File: src/rtl/i2s_rx_controller_pkg.sv
// Shared constants for the I2S receive controller: default geometry,
// capture FSM state encoding and a pointer-width helper.
package i2s_rx_controller_pkg;

    localparam int DEF_NUMBER_OF_BITS      = 8;
    localparam int DEF_HALF_FRAME_CYCLES   = 32;
    localparam int DEF_SAMPLES_BUFFER_SIZE = 10;

    localparam logic [1:0] ST_IDLE  = 2'b00;
    localparam logic [1:0] ST_DELAY = 2'b01;
    localparam logic [1:0] ST_SHIFT = 2'b10;

    // Width needed to address a buffer of the given depth, never below one bit.
    function automatic int ptr_width(input int depth);
        return (depth > 1) ? $clog2(depth) : 1;
    endfunction

endpackage

File: src/rtl/i2s_rx_controller_ws_divider.sv
// Word-select generator: counts half-frame clock cycles and toggles ws
// on the wrap cycle. Deasserting enable freezes both count and ws.
module i2s_rx_controller_ws_divider
    import i2s_rx_controller_pkg::*;
#(
    parameter int HALF_FRAME_CYCLES = DEF_HALF_FRAME_CYCLES
) (
    input  logic clk,
    input  logic reset,
    input  logic enable,
    output logic ws
);

    localparam int                CNT_W = ptr_width(HALF_FRAME_CYCLES);
    localparam logic [CNT_W-1:0]  LAST  = CNT_W'(HALF_FRAME_CYCLES - 1);

    logic [CNT_W-1:0] count;

    // Half-frame counter; ws flips on the same edge the counter wraps.
    always_ff @(posedge clk or posedge reset) begin
        if (reset) begin
            count <= '0;
            ws    <= 1'b0;
        end else if (enable) begin
            if (count == LAST) begin
                count <= '0;
                ws    <= ~ws;
            end else begin
                count <= count + 1'b1;
            end
        end
    end

endmodule

File: src/rtl/i2s_rx_controller.sv
// I2S receive controller: generates ws, captures one MSB-first word per
// ws half-period after the I2S one-bit delay, and presents it on a
// valid/ready output with a frame-buffer write pointer and sticky overflow.
//
// state | meaning
// IDLE  | waiting for a ws transition to start a word
// DELAY | the I2S one-bit delay slot, data_in ignored
// SHIFT | shifting in NUMBER_OF_BITS data bits, MSB first
module i2s_rx_controller
    import i2s_rx_controller_pkg::*;
#(
    parameter int NUMBER_OF_BITS      = DEF_NUMBER_OF_BITS,
    parameter int HALF_FRAME_CYCLES   = DEF_HALF_FRAME_CYCLES,
    parameter int SAMPLES_BUFFER_SIZE = DEF_SAMPLES_BUFFER_SIZE,
    localparam int PTR_W              = ptr_width(SAMPLES_BUFFER_SIZE)
) (
    input  logic                      clk,
    input  logic                      reset,
    input  logic                      enable,
    input  logic                      data_in,
    output logic                      ws,
    output logic [NUMBER_OF_BITS-1:0] sample_data,
    output logic                      sample_channel,
    output logic                      sample_valid,
    input  logic                      sample_ready,
    output logic [PTR_W-1:0]          wr_ptr,
    output logic                      overflow,
    input  logic                      overflow_clear
);

    localparam int               BC_W     = ptr_width(NUMBER_OF_BITS);
    localparam logic [BC_W-1:0]  LAST_BIT = BC_W'(NUMBER_OF_BITS - 1);
    localparam logic [PTR_W-1:0] PTR_LAST = PTR_W'(SAMPLES_BUFFER_SIZE - 1);

    logic [1:0]                state;
    logic [BC_W-1:0]           bit_cnt;
    logic [NUMBER_OF_BITS-1:0] shift_reg;
    logic                      channel;
    logic                      word_done;
    logic                      ws_prev;
    logic                      ws_edge;
    logic                      accept;
    logic                      load;
    logic                      drop;

    i2s_rx_controller_ws_divider #(
        .HALF_FRAME_CYCLES (HALF_FRAME_CYCLES)
    ) u_ws_divider (
        .clk    (clk),
        .reset  (reset),
        .enable (enable),
        .ws     (ws)
    );

    assign ws_edge = (ws != ws_prev);
    assign accept  = sample_valid & sample_ready;
    // A finished word goes out if the output slot is free or being emptied
    // this cycle; otherwise it is lost and flagged.
    assign load    = word_done & (~sample_valid | sample_ready);
    assign drop    = word_done & sample_valid & ~sample_ready;

    // Delayed copy of ws for transition detection.
    always_ff @(posedge clk or posedge reset) begin
        if (reset) begin
            ws_prev <= 1'b0;
        end else begin
            ws_prev <= ws;
        end
    end

    // Capture FSM and shifter; word_done is a one-cycle pulse after the last bit.
    always_ff @(posedge clk or posedge reset) begin
        if (reset) begin
            state     <= ST_IDLE;
            bit_cnt   <= '0;
            shift_reg <= '0;
            channel   <= 1'b0;
            word_done <= 1'b0;
        end else begin
            word_done <= 1'b0;
            if (!enable) begin
                // Dropping enable abandons any partial word.
                state   <= ST_IDLE;
                bit_cnt <= '0;
            end else begin
                case (state)
                    ST_IDLE: begin
                        if (ws_edge) begin
                            state   <= ST_DELAY;
                            channel <= ws;
                        end
                    end
                    ST_DELAY: begin
                        state   <= ST_SHIFT;
                        bit_cnt <= '0;
                    end
                    ST_SHIFT: begin
                        shift_reg <= {shift_reg[NUMBER_OF_BITS-2:0], data_in};
                        if (bit_cnt == LAST_BIT) begin
                            state     <= ST_IDLE;
                            word_done <= 1'b1;
                        end else begin
                            bit_cnt <= bit_cnt + 1'b1;
                        end
                    end
                    default: begin
                        state <= ST_IDLE;
                    end
                endcase
            end
        end
    end

    // Output holding register with valid/ready handshake.
    always_ff @(posedge clk or posedge reset) begin
        if (reset) begin
            sample_data    <= '0;
            sample_channel <= 1'b0;
            sample_valid   <= 1'b0;
        end else if (load) begin
            sample_data    <= shift_reg;
            sample_channel <= channel;
            sample_valid   <= 1'b1;
        end else if (accept) begin
            sample_valid   <= 1'b0;
        end
    end

    // Frame-buffer slot advances when a right-channel word is taken.
    always_ff @(posedge clk or posedge reset) begin
        if (reset) begin
            wr_ptr <= '0;
        end else if (accept && sample_channel) begin
            wr_ptr <= (wr_ptr == PTR_LAST) ? '0 : wr_ptr + 1'b1;
        end
    end

    // Sticky overflow; a drop in the same cycle as a clear keeps it set.
    always_ff @(posedge clk or posedge reset) begin
        if (reset) begin
            overflow <= 1'b0;
        end else if (drop) begin
            overflow <= 1'b1;
        end else if (overflow_clear) begin
            overflow <= 1'b0;
        end
    end

endmodule

File: config.mk
export PLATFORM = sky130hd
export DESIGN_NAME = i2s_rx_controller
export DESIGN_NICKNAME = d
export VERILOG_FILES = /design/src/rtl/i2s_rx_controller_pkg.sv /design/src/rtl/i2s_rx_controller_ws_divider.sv /design/src/rtl/i2s_rx_controller.sv
export SDC_FILE = /design/constraint.sdc
export NUM_CORES = 1
export LEC_CHECK = 0
export ABC_AREA = 1
export BUFFER_PORTS_ARGS = -buffer_cell sky130_fd_sc_hd__buf_2
export CORE_MARGIN = 2
export CORE_UTILIZATION = 47
export CTS_BUF_LIST = sky130_fd_sc_hd__clkbuf_8
export CTS_CLUSTER_SIZE = 40
export DETAILED_ROUTE_END_ITERATION = 12
export GPL_TIMING_DRIVEN = 0
export PLACE_DENSITY_LB_ADDON = 0.12
export SLEW_MARGIN = 20
export SYNTH_ARGS = -nofsm -noshare
export SYNTH_HDL_FRONTEND = slang
export SYNTH_SLANG_ARGS = --single-unit
File: constraint.sdc
create_clock -name clk -period 1.5 [get_ports clk]
set_input_delay 0.225 -clock clk [delete_from_list [all_inputs] [get_ports clk]]
set_output_delay 0.225 -clock clk [all_outputs]
set_load 0.05 [all_outputs]
Word-level counts from Yosys, hierarchy flattened
Cells that the tools add are included.
{"block": "classes", "n_addsub": 3, "multipliers": 0, "div_mod_pow": 0, "magnitude_cmp": 0, "eq_ne": 10, "shifts": 0, "mux": 16, "bitwise": 8, "reduce_logical": 9}
{"operator": "3-bit inequality test, second input constant", "count": 3}
{"operator": "2-bit AND reduction", "count": 4}
{"operator": "1-bit two-way mux", "count": 7}
{"operator": "2-bit two-way mux", "count": 3}
{"operator": "3-bit two-way mux", "count": 2}
{"operator": "2-bit one-hot mux with 3 select lines", "count": 1}
{"operator": "3-bit one-hot mux with 2 select lines", "count": 1}
{"operator": "5-bit by 1-bit adder with 5-bit output, second input constant", "count": 1}
{"operator": "5-bit equality test, second input constant", "count": 1}
{"operator": "5-bit two-way mux", "count": 1}
{"operator": "4-bit by 1-bit adder with 4-bit output, second input constant", "count": 1}
{"operator": "1-bit bitwise AND", "count": 4}
{"operator": "4-bit equality test, second input constant", "count": 1}
{"operator": "4-bit two-way mux", "count": 1}
{"operator": "2-bit nonzero test", "count": 2}
{"operator": "3-bit by 1-bit adder with 3-bit output, second input constant", "count": 1}
{"operator": "3-bit equality test, second input constant", "count": 1}
{"operator": "3-bit by 1-bit inequality test with 1-bit output, second input constant", "count": 1}
{"operator": "1-bit NOT", "count": 3}
{"operator": "3-bit AND reduction", "count": 1}
{"operator": "2-bit by 1-bit equality test with 1-bit output, second input constant", "count": 1}
{"operator": "2-bit equality test, second input constant", "count": 1}
{"operator": "2-bit zero test", "count": 1}
{"operator": "1-bit logical AND", "count": 1}
{"operator": "2 further kinds", "count": 2}
{"block": "totals", "regBits": 37, "latchBits": 0, "ram_bits": 0, "mem_bits_ro": 0, "in_bits": 6, "output_inout_bits": 16, "elab_cells": 59, "memories": 0}

Longest topological paths before layout
Gate-level depths: netlist of the first run.
{"block": "depth", "ltp_word": 4, "mapped_depth": 6}

Cells and area by module
A second synthesis of the first run with hierarchy kept.
{"block": "unflattened", "cells_unflattened": 172, "hier_area_um2": 1625.3}
{"mod": "i2s_rx_controller", "n_inst": 1, "cells_per_inst": 143, "area_each_um2": 1318.8, "seq_area_each_um2": 775.7}
{"mod": "i2s_rx_controller_ws_divider", "n_inst": 1, "cells_per_inst": 29, "area_each_um2": 306.5, "seq_area_each_um2": 150.1}

Worst setup path before layout of the first run
OpenSTA, ideal clock, no wires.
{"block": "synth_timing", "path_type": "reg-to-reg", "from": "register sample_valid", "to": "register sample_data[3]", "t_arrival_ps": 1204, "required_ps": 1426, "slack_ps": 222, "path_stages_with_launch": 6, "period_less_slack_ps": 1278, "cell_sequence": "dfrtp_1 -> nand2_2 -> nand2_4 -> buf_6 -> nand2_1 -> o21ai_2"}
{"block": "synth_via", "elab_chain_cells": 3}
{"item": "start, declared", "line_no": "i2s_rx_controller.sv:24", "rtl": "output logic sample_valid,"}
{"item": "start signal, assigned", "line_no": "i2s_rx_controller.sv:119", "rtl": "sample_valid <= 1'b0;"}
{"item": "start signal, assigned", "line_no": "i2s_rx_controller.sv:123", "rtl": "sample_valid <= 1'b1;"}
{"item": "start signal, assigned", "line_no": "i2s_rx_controller.sv:125", "rtl": "sample_valid <= 1'b0;"}
{"item": "1-bit NOT", "line_no": "i2s_rx_controller.sv:59", "rtl": "assign load = word_done & (~sample_valid | sample_ready);"}
{"item": "1-bit bitwise OR", "line_no": "i2s_rx_controller.sv:59"}
{"item": "1-bit bitwise AND", "line_no": "i2s_rx_controller.sv:59"}
{"item": "end signal, assigned", "line_no": "i2s_rx_controller.sv:121", "rtl": "sample_data <= shift_reg;"}
{"item": "end, declared", "line_no": "i2s_rx_controller.sv:22", "rtl": "output logic [NUMBER_OF_BITS-1:0] sample_data,"}
Every way passes these cells.
A chain may end at the register's enable or synchronous reset.

Worst setup path in the final report of the first run
{"block": "layout_timing", "from": "register u_ws_divider.count[0]", "to": "register u_ws_divider.count[2]"}
{"block": "layout_via", "elab_chain_cells": 2, "elab_cells_between_ends": 3, "cone_classes": "1 x add/sub; 1 x eq/ne; 1 x mux"}
{"item": "start, declared", "line_no": "i2s_rx_controller_ws_divider.sv:17", "rtl": "logic [CNT_W-1:0] count;"}
{"item": "start signal, assigned", "line_no": "i2s_rx_controller_ws_divider.sv:29", "rtl": "count <= count + 1'b1;"}
{"item": "5-bit by 1-bit adder with 5-bit output / 5-bit equality test (equally long branches)", "line_no": "i2s_rx_controller_ws_divider.sv:29, i2s_rx_controller_ws_divider.sv:25"}
{"item": "5-bit two-way mux (*)", "line_no": "i2s_rx_controller_ws_divider.sv:25", "rtl": "if (count == LAST) begin"}
Every way passes the cells marked *; elsewhere a longest branch is shown, timed or not.

==> reports/qor.yml, run 1 <==
final_cell_mix: "nand2_1 (49), dfrtp_1 (37), buf_2 (21)"
swShare_pct: 33.8
reg2reg_to: "u_ws_divider.count[2]$_DFFE_PP0P_"
r2r_cells: 6
outcome: "finished, final reports clean"
clock-sinks: 37
start_util_pct: 49.4
syn_inst: 174
dieArea_um2: 4050
die_h_um: 63.7
multiInputGateArea_um2: 631
cts.reportedPaths.clkPinSlew_ps: 70
synth-main-ff-cell: "dfrtp_1"
grt_usage_pct: 15.5
synth_mux_area_share_pct: 0
fin_nets: 212
clock_latency_ps: 290
grt_first_pass_wirelength_um: 4750
synth_warnings: 0
end_kind: "register"
rows: 21
synth_compound_area_share_pct: 8.90
power_frac_comb_pct: 26.0
layout_worst_path_cycle_share_pct: 92.7
setup_viol: 0
cap_violations: 0
synth.avg_cell_area_um2: 9.61
grt_pass1_vias: 1127
finalPower_mw: 2.92
synth_cell_types: 23
synth_xor_area_share_pct: 2.62
dp_hpwl_um: 1870
syn-cell-area_um2: 1670
ir_drop_v: 0.000821
pwr-share-seq_pct: 48.3
tightest_slew_ps: 738
synth_top_family_by_area: "simple AND/OR/NAND/NOR gates"
ctsHtreeMaxLevel: 2
syn-num-nets: 184
ios: 22
grt_max_degree: 38
first_iter_violations: 76
finalMaxSlewViolations: 0
grt.overflow.total: 0
viasPerCell: 4.68
r2r-start: "u_ws_divider.count[0]$_DFFE_PP0P_"
cts_tree: "built"
hold_viol_final: 0
slew-limit-headroom_pct: 50.7
critPathMaxFanout: 4
final_area_um2: 1940
path_cells: "ha_1 -> and3_1 -> ha_1 -> nand2_1 -> nand2_1 -> nor2_1"
placed_area_um2: 1840
globalplace.congestion: 0.766
instances_no_fill: 249
regArea_um2: 926
ctsResizeCount: 0
cts.path.max_buffers: 2
power_leakage_nw: 1.03
placed_cells: 241
min_period_ps: 1390
core_um2: 3390
final_common_cell: "nand2_1"
cts_setup_buffers: 0
area_delta_synth_final_pct: 15.8
cts-root-buf: "clkbuf_8"
fp.dieW_um: 63.7
synth_edf_count: 0
power.internal_mw: 1.94
antenna_left: 0
max_freq_mhz: 719
crit_buf_inv: 0
hold_class: "input pin to asynchronous set/reset pin"
p_per_area_nw_per_um2: 1510
skew_ps: 6.05
drt_wl_total_um: 2580
holdBufCountCts: 0
port_buffers: 21
crit_path_start_kind: "register"
drc: 0
switchingPower_mw: 0.987
antenna_found_initial: 0
ys_seq_elements: 37
via_count: 1166
r2r_slack_ps: 110
synthAdderAreaFrac_pct: 2.99
wl_per_cell_um: 10.4
diodes: 0
rsz0062_at_grt: "false"
numCtsBuffers: 5
drive_gt1_share_pct: 30.0
drt_pre_antenna_iters: 4
synthSimpleGateAreaFrac_pct: 23.2
ys_async_sr_fraction_pct: 100
crit_family: "simple AND/OR/NAND/NOR gates"
crit_required_ps: 1710
critPathSlowestCell: "dfrtp_1"
fillers: 316
slowest_delay_ps: 410
critPathKind: "register to register"
ys_seq_area_share_pct: 55.3
clockPowerShare_pct: 25.8
critPathArrivalTime_ps: 1600
## metrics by stage
stage          util [%]  hold WS (ps)  setup WS (ps)  TNS, ps
6_report           57.1          56.5            110        0
5_1_grt            57.1           119           10.1        0
4_1_cts            57.1          82.1            106        0
3_5_place_dp       54.2           402            130        0
3_3_place_gp       54.2           420          -5.58     -151
2_1_floorplan         -           334            222        0
## Yosys cell counts, types with 2 or more instances
master	count	area, um^2
xor2_1	3	26.3
dfrtp_1	37	926
o21ai_1	8	40.0
ha_1	4	50.1
inv_2	3	11.3
o21ai_0	2	10.0
nor2_2	4	25.0
buf_6	2	22.5
nor2_1	11	41.3
inv_1	18	67.6
nand2_1	49	184
nand3_1	6	30.0
nand2_2	6	37.5
nand2_4	2	22.5
o21ai_2	10	87.6
xnor2_1	2	17.5
## logic make-up (layout without fill, tap and decap cells)
family,count (synthesis),count (layout)
AND/OR/NAND/NOR,82,82
flip-flops,37,37
buffers and inverters,24,53
AO/OA/AOI/OAI,22,22
XOR/XNOR,5,5
adder cells (fa/ha/maj),4,4
## layer usage
| metal | GRT usage, % | share of wire, % |
|---|---|---|
| met3 | 5.71 | 4.8 |
| met1 | 16.7 | 44 |
| met4 | 9.51 | 3.2 |
| met2 | 25.7 | 48 |
| met5 | 0 | 0 |
## worst max-delay path by stage
stage | start | endpoint | slack (ps) | cells after the start
finish | u_ws_divider.count[0]$_DFFE_PP0P_ | u_ws_divider.count[2]$_DFFE_PP0P_ | 110 | 6
global route | u_ws_divider.count[0]$_DFFE_PP0P_ | u_ws_divider.count[2]$_DFFE_PP0P_ | 10 | 6
detailed placement | u_ws_divider.count[0]$_DFFE_PP0P_ | u_ws_divider.count[2]$_DFFE_PP0P_ | 130 | 6
floorplan | sample_valid$_DFFE_PP0P_ | sample_data[3]$_DFFE_PP0P_ | 220 | 5
CTS | u_ws_divider.count[0]$_DFFE_PP0P_ | u_ws_divider.count[2]$_DFFE_PP0P_ | 110 | 6
global placement | reset | shift_reg[3]$_DFFE_PP0P_ | -6 | 2
## layout make-up
cell class,instances,share of cell area (%)
multi-input combinational,113,32.6
buffer,3,1.94
timing repair buffer,21,5.43
clock inverter,1,0.258
inverter,21,4.07
clock buffer,7,4.97
tap,46,2.97
sequential,37,47.8
## power groups by stage
stage | Combinational [mW] | Sequential, mW | Clock [mW]
after floorplan | 0.581 | 1.46 | 0
after global placement | 0.744 | 1.42 | 0
after detailed placement | 0.771 | 1.43 | 0
after CTS | 0.774 | 1.41 | 0.782
after global routing | 0.865 | 1.45 | 0.839
final | 0.759 | 1.41 | 0.753
(Power assumes the default switching activity.)
==> run 2: changes to the inputs <==
CORE_MARGIN = default   (was 2)
REMOVE_ABC_BUFFERS = 1   (was default)
==> run 2 against run 1 <==
Clock skew shrank 1.8 ps. Fmax grew 2.6%. Highest routed layer unchanged. Critical endpoint is now u_ws_divider.count[0]$_DFFE_PP0P_. Critical path type unchanged. Largest power group unchanged. Sequential share of layout area up 0.56 points. Die area is 6.2% lower.
==> reports/qor.yml, run 2 (synthesis results as in run 1) <==
outcome: "finished, final reports clean"
drive_gt1_share_pct: 28.5
final_cell_mix: "nand2_1 (49), dfrtp_1 (37), buf_2 (21)"
endpoint: "u_ws_divider.count[0]$_DFFE_PP0P_"
skew_ps: 4.28
end_kind: "register"
clock_latency_ps: 280
cts.reportedPaths.clkPinSlew_ps: 70
layout_setup_ws_ps: 145
dp_hpwl_um: 1790
slew-limit-headroom_pct: 49.2
wl_per_cell_um: 10.4
critPathKind: "register to register"
cts_setup_buffers: 0
grt.overflow.total: 0
r2r_slack_ps: 140
hold_viol_final: 0
area_delta_synth_final_pct: 14.4
diodes: 0
ir_drop_v: 0.000908
r2r-start: "u_ws_divider.count[0]$_DFFE_PP0P_"
final_common_cell: "nand2_1"
viasPerCell: 4.61
layout_worst_path_cycle_share_pct: 90.3
grt_max_degree: 38
core_um2: 3360
port_buffers: 21
crit_path_start_kind: "register"
startpoint: "u_ws_divider.count[0]$_DFFE_PP0P_"
tightest_slew_ps: 761
regArea_um2: 926
start_util_pct: 49.7
drt_pre_antenna_iters: 4
final_area_um2: 1910
crit_buf_inv: 0
holdBufCountCts: 0
grt_usage_pct: 16.9
fillers: 331
antenna_found_initial: 0
dieArea_um2: 3800
p_per_area_nw_per_um2: 1570
ctsResizeCount: 0
pre_cts_slack_ps: 157
hold_class: "input pin to asynchronous set/reset pin"
rows: 21
critPathSlowestCell: "dfrtp_1"
globalplace.congestion: 0.741
clock-sinks: 37
grt_pass1_vias: 1080
die_h_um: 61.7
setup_viol: 0
fin_nets: 209
grt_first_pass_wirelength_um: 4530
cts.path.max_buffers: 2
via_count: 1134
rsz0062_at_grt: "false"
multiInputGateArea_um2: 631
fp.dieW_um: 61.7
critPathArrivalTime_ps: 1570
slowest_delay_ps: 410
critPathMaxFanout: 4
cts-root-buf: "clkbuf_8"
path_cells: "ha_1 -> and3_1 -> ha_1 -> nand2_1 -> nand2_1 -> nor2_1"
numCtsBuffers: 5
ctsHtreeMaxLevel: 2
crit_cells: 6
first_iter_violations: 56
antenna_left: 0
cap_violations: 0
finalMaxSlewViolations: 0
reg2reg_to: "u_ws_divider.count[0]$_DFFE_PP0P_"
drc: 0
drt_wl_total_um: 2550
finalSetupTns_ps: 0
crit_family: "simple AND/OR/NAND/NOR gates"
placed_area_um2: 1800
max_freq_mhz: 738
min_period_ps: 1360
ios: 22
crit_required_ps: 1710
r2r_cells: 6
power_leakage_nw: 1.01
cts_tree: "built"
hold_ws_ps: 62.7
[run 2: changes by cell type in the layout (fill, tap and decap cells not counted)]
cell and delta:
buf_6 -2, buf_8 -1, bufinv_16 +1, clkbuf_8 -1
clkinv_2 -1, inv_1 +1
[run 2: where the power goes]
group / switching, mW / internal (mW)
Sequential: 0.171 / 1.24
Clock: 0.333 / 0.535
Combinational: 0.473 / 0.262
Total: 0.977 / 2.04
[run 2: routing by layer]
layer / vias up / part of all wire, % / track usage, % / routed length (um)
met1: 524 / 47 / 20.3 / 1210
li1: 589 / - / - / -
met3: 4 / 3.2 / 6.93 / 81
met2: 17 / 48 / 26.7 / 1240
met5: - / 0 / 0 / 0
met4: 0 / 1.1 / 7.62 / 29
[run 2: how the worst min path moves through the flow]
stage	from	end	slack [ps]	cells past startpoint
after floorplan	data_in	shift_reg[0]$_DFFE_PP0P_	330	2
after global placement	overflow_clear	overflow$_DFFE_PP0P_	420	2
after detailed placement	reset	shift_reg[3]$_DFFE_PP0P_	420	2
after CTS	reset	shift_reg[3]$_DFFE_PP0P_	100	2
after global routing	overflow_clear	overflow$_DFFE_PP0P_	120	2
final	reset	shift_reg[3]$_DFFE_PP0P_	60	2
[run 2: area by class of cell]
cell class              instances  area share (%)
inverters                      21            4.12
well taps                      46            3.01
multi-input cells             113            32.9
clock buffers                   6            4.31
repair buffers                 21            5.49
clock inverters                 2            1.76
flip-flops and latches         37            48.4
[run 2: per-stage QoR]
| stage | util (%) | power (mW) | std cells |
|---|---|---|---|
| 2_1_floorplan | - | 2.02 | 171 |
| 3_3_place_gp | 53.5 | 2.14 | 238 |
| 3_5_place_dp | 53.5 | 2.18 | 238 |
| 4_1_cts | 56.9 | 3.07 | 246 |
| 5_1_grt | 56.9 | 3.24 | 246 |
| 6_report | 56.9 | 3.01 | 246 |
==> run 3: changes to the inputs <==
ABC_AREA = default   (was 1)
==> run 3 against run 2 <==
Core utilization increased by 2.4 points. Fmax decreased by 6.7%. Highest routed layer unchanged. Clock skew about the same. Largest cell class unchanged. Critical endpoint is now bit_cnt[1]$_DFFE_PP0P_.
==> reports/qor.yml, run 3 <==
outcome: "finished, final reports clean"
placed_cells: 183
power_frac_comb_pct: 19.7
first_iter_violations: 23
hold_class: "input pin to asynchronous set/reset pin"
port_buffers: 21
antenna_found_initial: 0
reg2reg_to: "bit_cnt[1]$_DFFE_PP0P_"
final_common_cell: "dfrtp_1"
skew_ps: 3.99
r2r-start: "bit_cnt[0]$_DFFE_PP0P_"
diodes: 0
fillers: 269
final_cell_mix: "dfrtp_1 (37), buf_2 (21), mux2_2 (19)"
grt_usage_pct: 15.8
layout_worst_path_cycle_share_pct: 96.9
power.internal_mw: 1.79
cap_violations: 0
switchingPower_mw: 0.743
wl_per_cell_um: 13.1
end_kind: "register"
critPathArrivalTime_ps: 1620
area_delta_synth_final_pct: 16.9
synth.avg_cell_area_um2: 13.1
holdBufCountCts: 0
synth_cell_types: 34
finalMaxSlewViolations: 0
crit_required_ps: 1670
tightest_slew_ps: 742
grt_max_degree: 38
pwr-share-seq_pct: 53.4
max_freq_mhz: 688
startpoint: "bit_cnt[0]$_DFFE_PP0P_"
cts-root-buf: "clkbuf_8"
crit_path_start_kind: "register"
globalplace.congestion: 0.771
synth_common_cells: "dfrtp_1 (37), mux2_2 (19), inv_1 (6)"
ys_seq_elements: 37
critPathSlowestCell: "dfrtp_1"
min_period_ps: 1450
ir_drop_v: 0.000751
critPathMaxFanout: 4
slowest_delay_ps: 390
grt.overflow.total: 0
swShare_pct: 29.3
dieArea_um2: 3610
instances_no_fill: 192
viasPerCell: 5.13
synth_area_leaders: "dfrtp_1 (58%), mux2_2 (13%), ha_1 (3.2%)"
r2r_cells: 5
synth_edf_count: 0
r2r_slack_ps: 50
ys_async_sr_fraction_pct: 100
grt_first_pass_wirelength_um: 3950
clockPowerShare_pct: 26.9
syn_inst: 121
numCtsBuffers: 5
dp_hpwl_um: 1680
yosysTopAreaCellShare_pct: 58.3
p_per_area_nw_per_um2: 1370
fin_nets: 158
synth-main-ff-cell: "dfrtp_1"
core_um2: 3130
drt_pre_antenna_iters: 2
synth_largest_area_cell: "dfrtp_1"
drive_gt1_share_pct: 38.5
critPathKind: "register to register"
ctsHtreeMaxLevel: 2
clock-sinks: 37
cts.path.max_buffers: 2
final_util_pct: 59.3
fp.dieW_um: 60.1
drt_wl_total_um: 2520
synth_warnings: 0
endpoint: "bit_cnt[1]$_DFFE_PP0P_"
slew-limit-headroom_pct: 50.4
power_leakage_nw: 0.954
ys_seq_area_share_pct: 58.3
syn-cell-area_um2: 1590
ios: 22
start_util_pct: 50.8
synth.most_common_cell: "dfrtp_1"
hold_viol_final: 0
antenna_left: 0
setup_viol: 0
via_count: 985
die_h_um: 60.1
path_cells: "ha_1 -> ha_4 -> nor2_1 -> and3_1 -> o31a_1"
rows: 20
cts.reportedPaths.clkPinSlew_ps: 70
cts_tree: "built"
clock_latency_ps: 280
grt_pass1_vias: 921
drc: 0
## run 3: changes by cell type after synthesis, sizes merged, moves of 3 or more
cell / change
nand2b: +3
nor2: -12
nand3: -5
nand2: -53
o21ai: -16
mux2: +20
and3: +4
inv: -14
nor3b: +3
## run 3: kinds of logic after synthesis
| group | count (synthesis) | share of synthesized area [%] |
|---|---|---|
| AOI/OAI and AO/OA | 15 | 6.07 |
| xor gates and xnor gates | 4 | 2.21 |
| adders and majority gates | 4 | 3.15 |
| buffers and inverters | 10 | 3.31 |
| DFF | 37 | 58.3 |
| muxes | 22 | 15.4 |
| and+or+nand+nor | 29 | 11.5 |
## run 3: worst min path at each step
stage / depth (start not counted) / start / slack, ps / endpoint
floorplan: 1 / enable / 320 / u_ws_divider.count[0]$_DFFE_PP0P_
global placement: 2 / overflow_clear / 410 / overflow$_DFFE_PP0P_
detailed placement: 2 / reset / 410 / sample_data[3]$_DFFE_PP0P_
CTS: 2 / reset / 100 / state[0]$_DFFE_PP0P_
global route: 2 / overflow_clear / 120 / overflow$_DFFE_PP0P_
finish: 2 / reset / 70 / sample_data[5]$_DFFE_PP0P_
## run 3: power by group through the flow
stage	Sequential (mW)	Combinational (mW)	Clock [mW]
floorplan	1.37	0.335	0
global placement	1.37	0.433	0
detailed placement	1.38	0.448	0
CTS	1.35	0.487	0.709
global route	1.38	0.563	0.742
finish	1.35	0.500	0.681
## run 3: final cells by class
type / instances / area (um^2) / area share, %
Timing Repair Buffer: 23 / 120 / 6.47
Clock buffer: 6 / 82.6 / 4.45
Sequential cell: 37 / 926 / 49.9
Inverter: 7 / 28.8 / 1.55
Tap cell: 44 / 55.1 / 2.97
Multi-Input combinational cell: 74 / 639 / 34.5
Clock inverter: 1 / 3.75 / 0.202
## run 3: worst max-delay path: cells and delay by family, from the launching register on
kind	cells	cell delay [ps]
and+or+nand+nor	2	260
adders and majority gates	2	390
DFF	1	390
AOI/OAI and AO/OA	1	300
## run 3: what timing repair did
item,4_1_cts,5_1_grt
gates resized for setup,2,6
pin swaps,1,0
setup endpoints to repair,4,4
gates cloned,0,0
buffers inserted,2,0
## run 3: through the flow
| stage | setup slack [ps] | area (um^2) | hold WS, ps | power, mW | setup TNS (ps) |
|---|---|---|---|---|---|
| floorplan | 12.6 | 1560 | 318 | 1.70 | 0 |
| global placement | -46.3 | 1720 | 415 | 1.80 | -1730 |
| detailed placement | -77.2 | 1720 | 412 | 1.83 | -186 |
| CTS | 20.8 | 1830 | 95.3 | 2.55 | 0 |
| global route | -15.8 | 1860 | 117 | 2.69 | -30.1 |
| finish | 46.8 | 1860 | 67.5 | 2.53 | 0 |
## run 3: layer usage
layer  routed length [um]  GRT usage, %
met5                    0             0
met4                   62          11.0
met3                   85          5.19
met2                 1290          25.4
met1                 1070          17.6
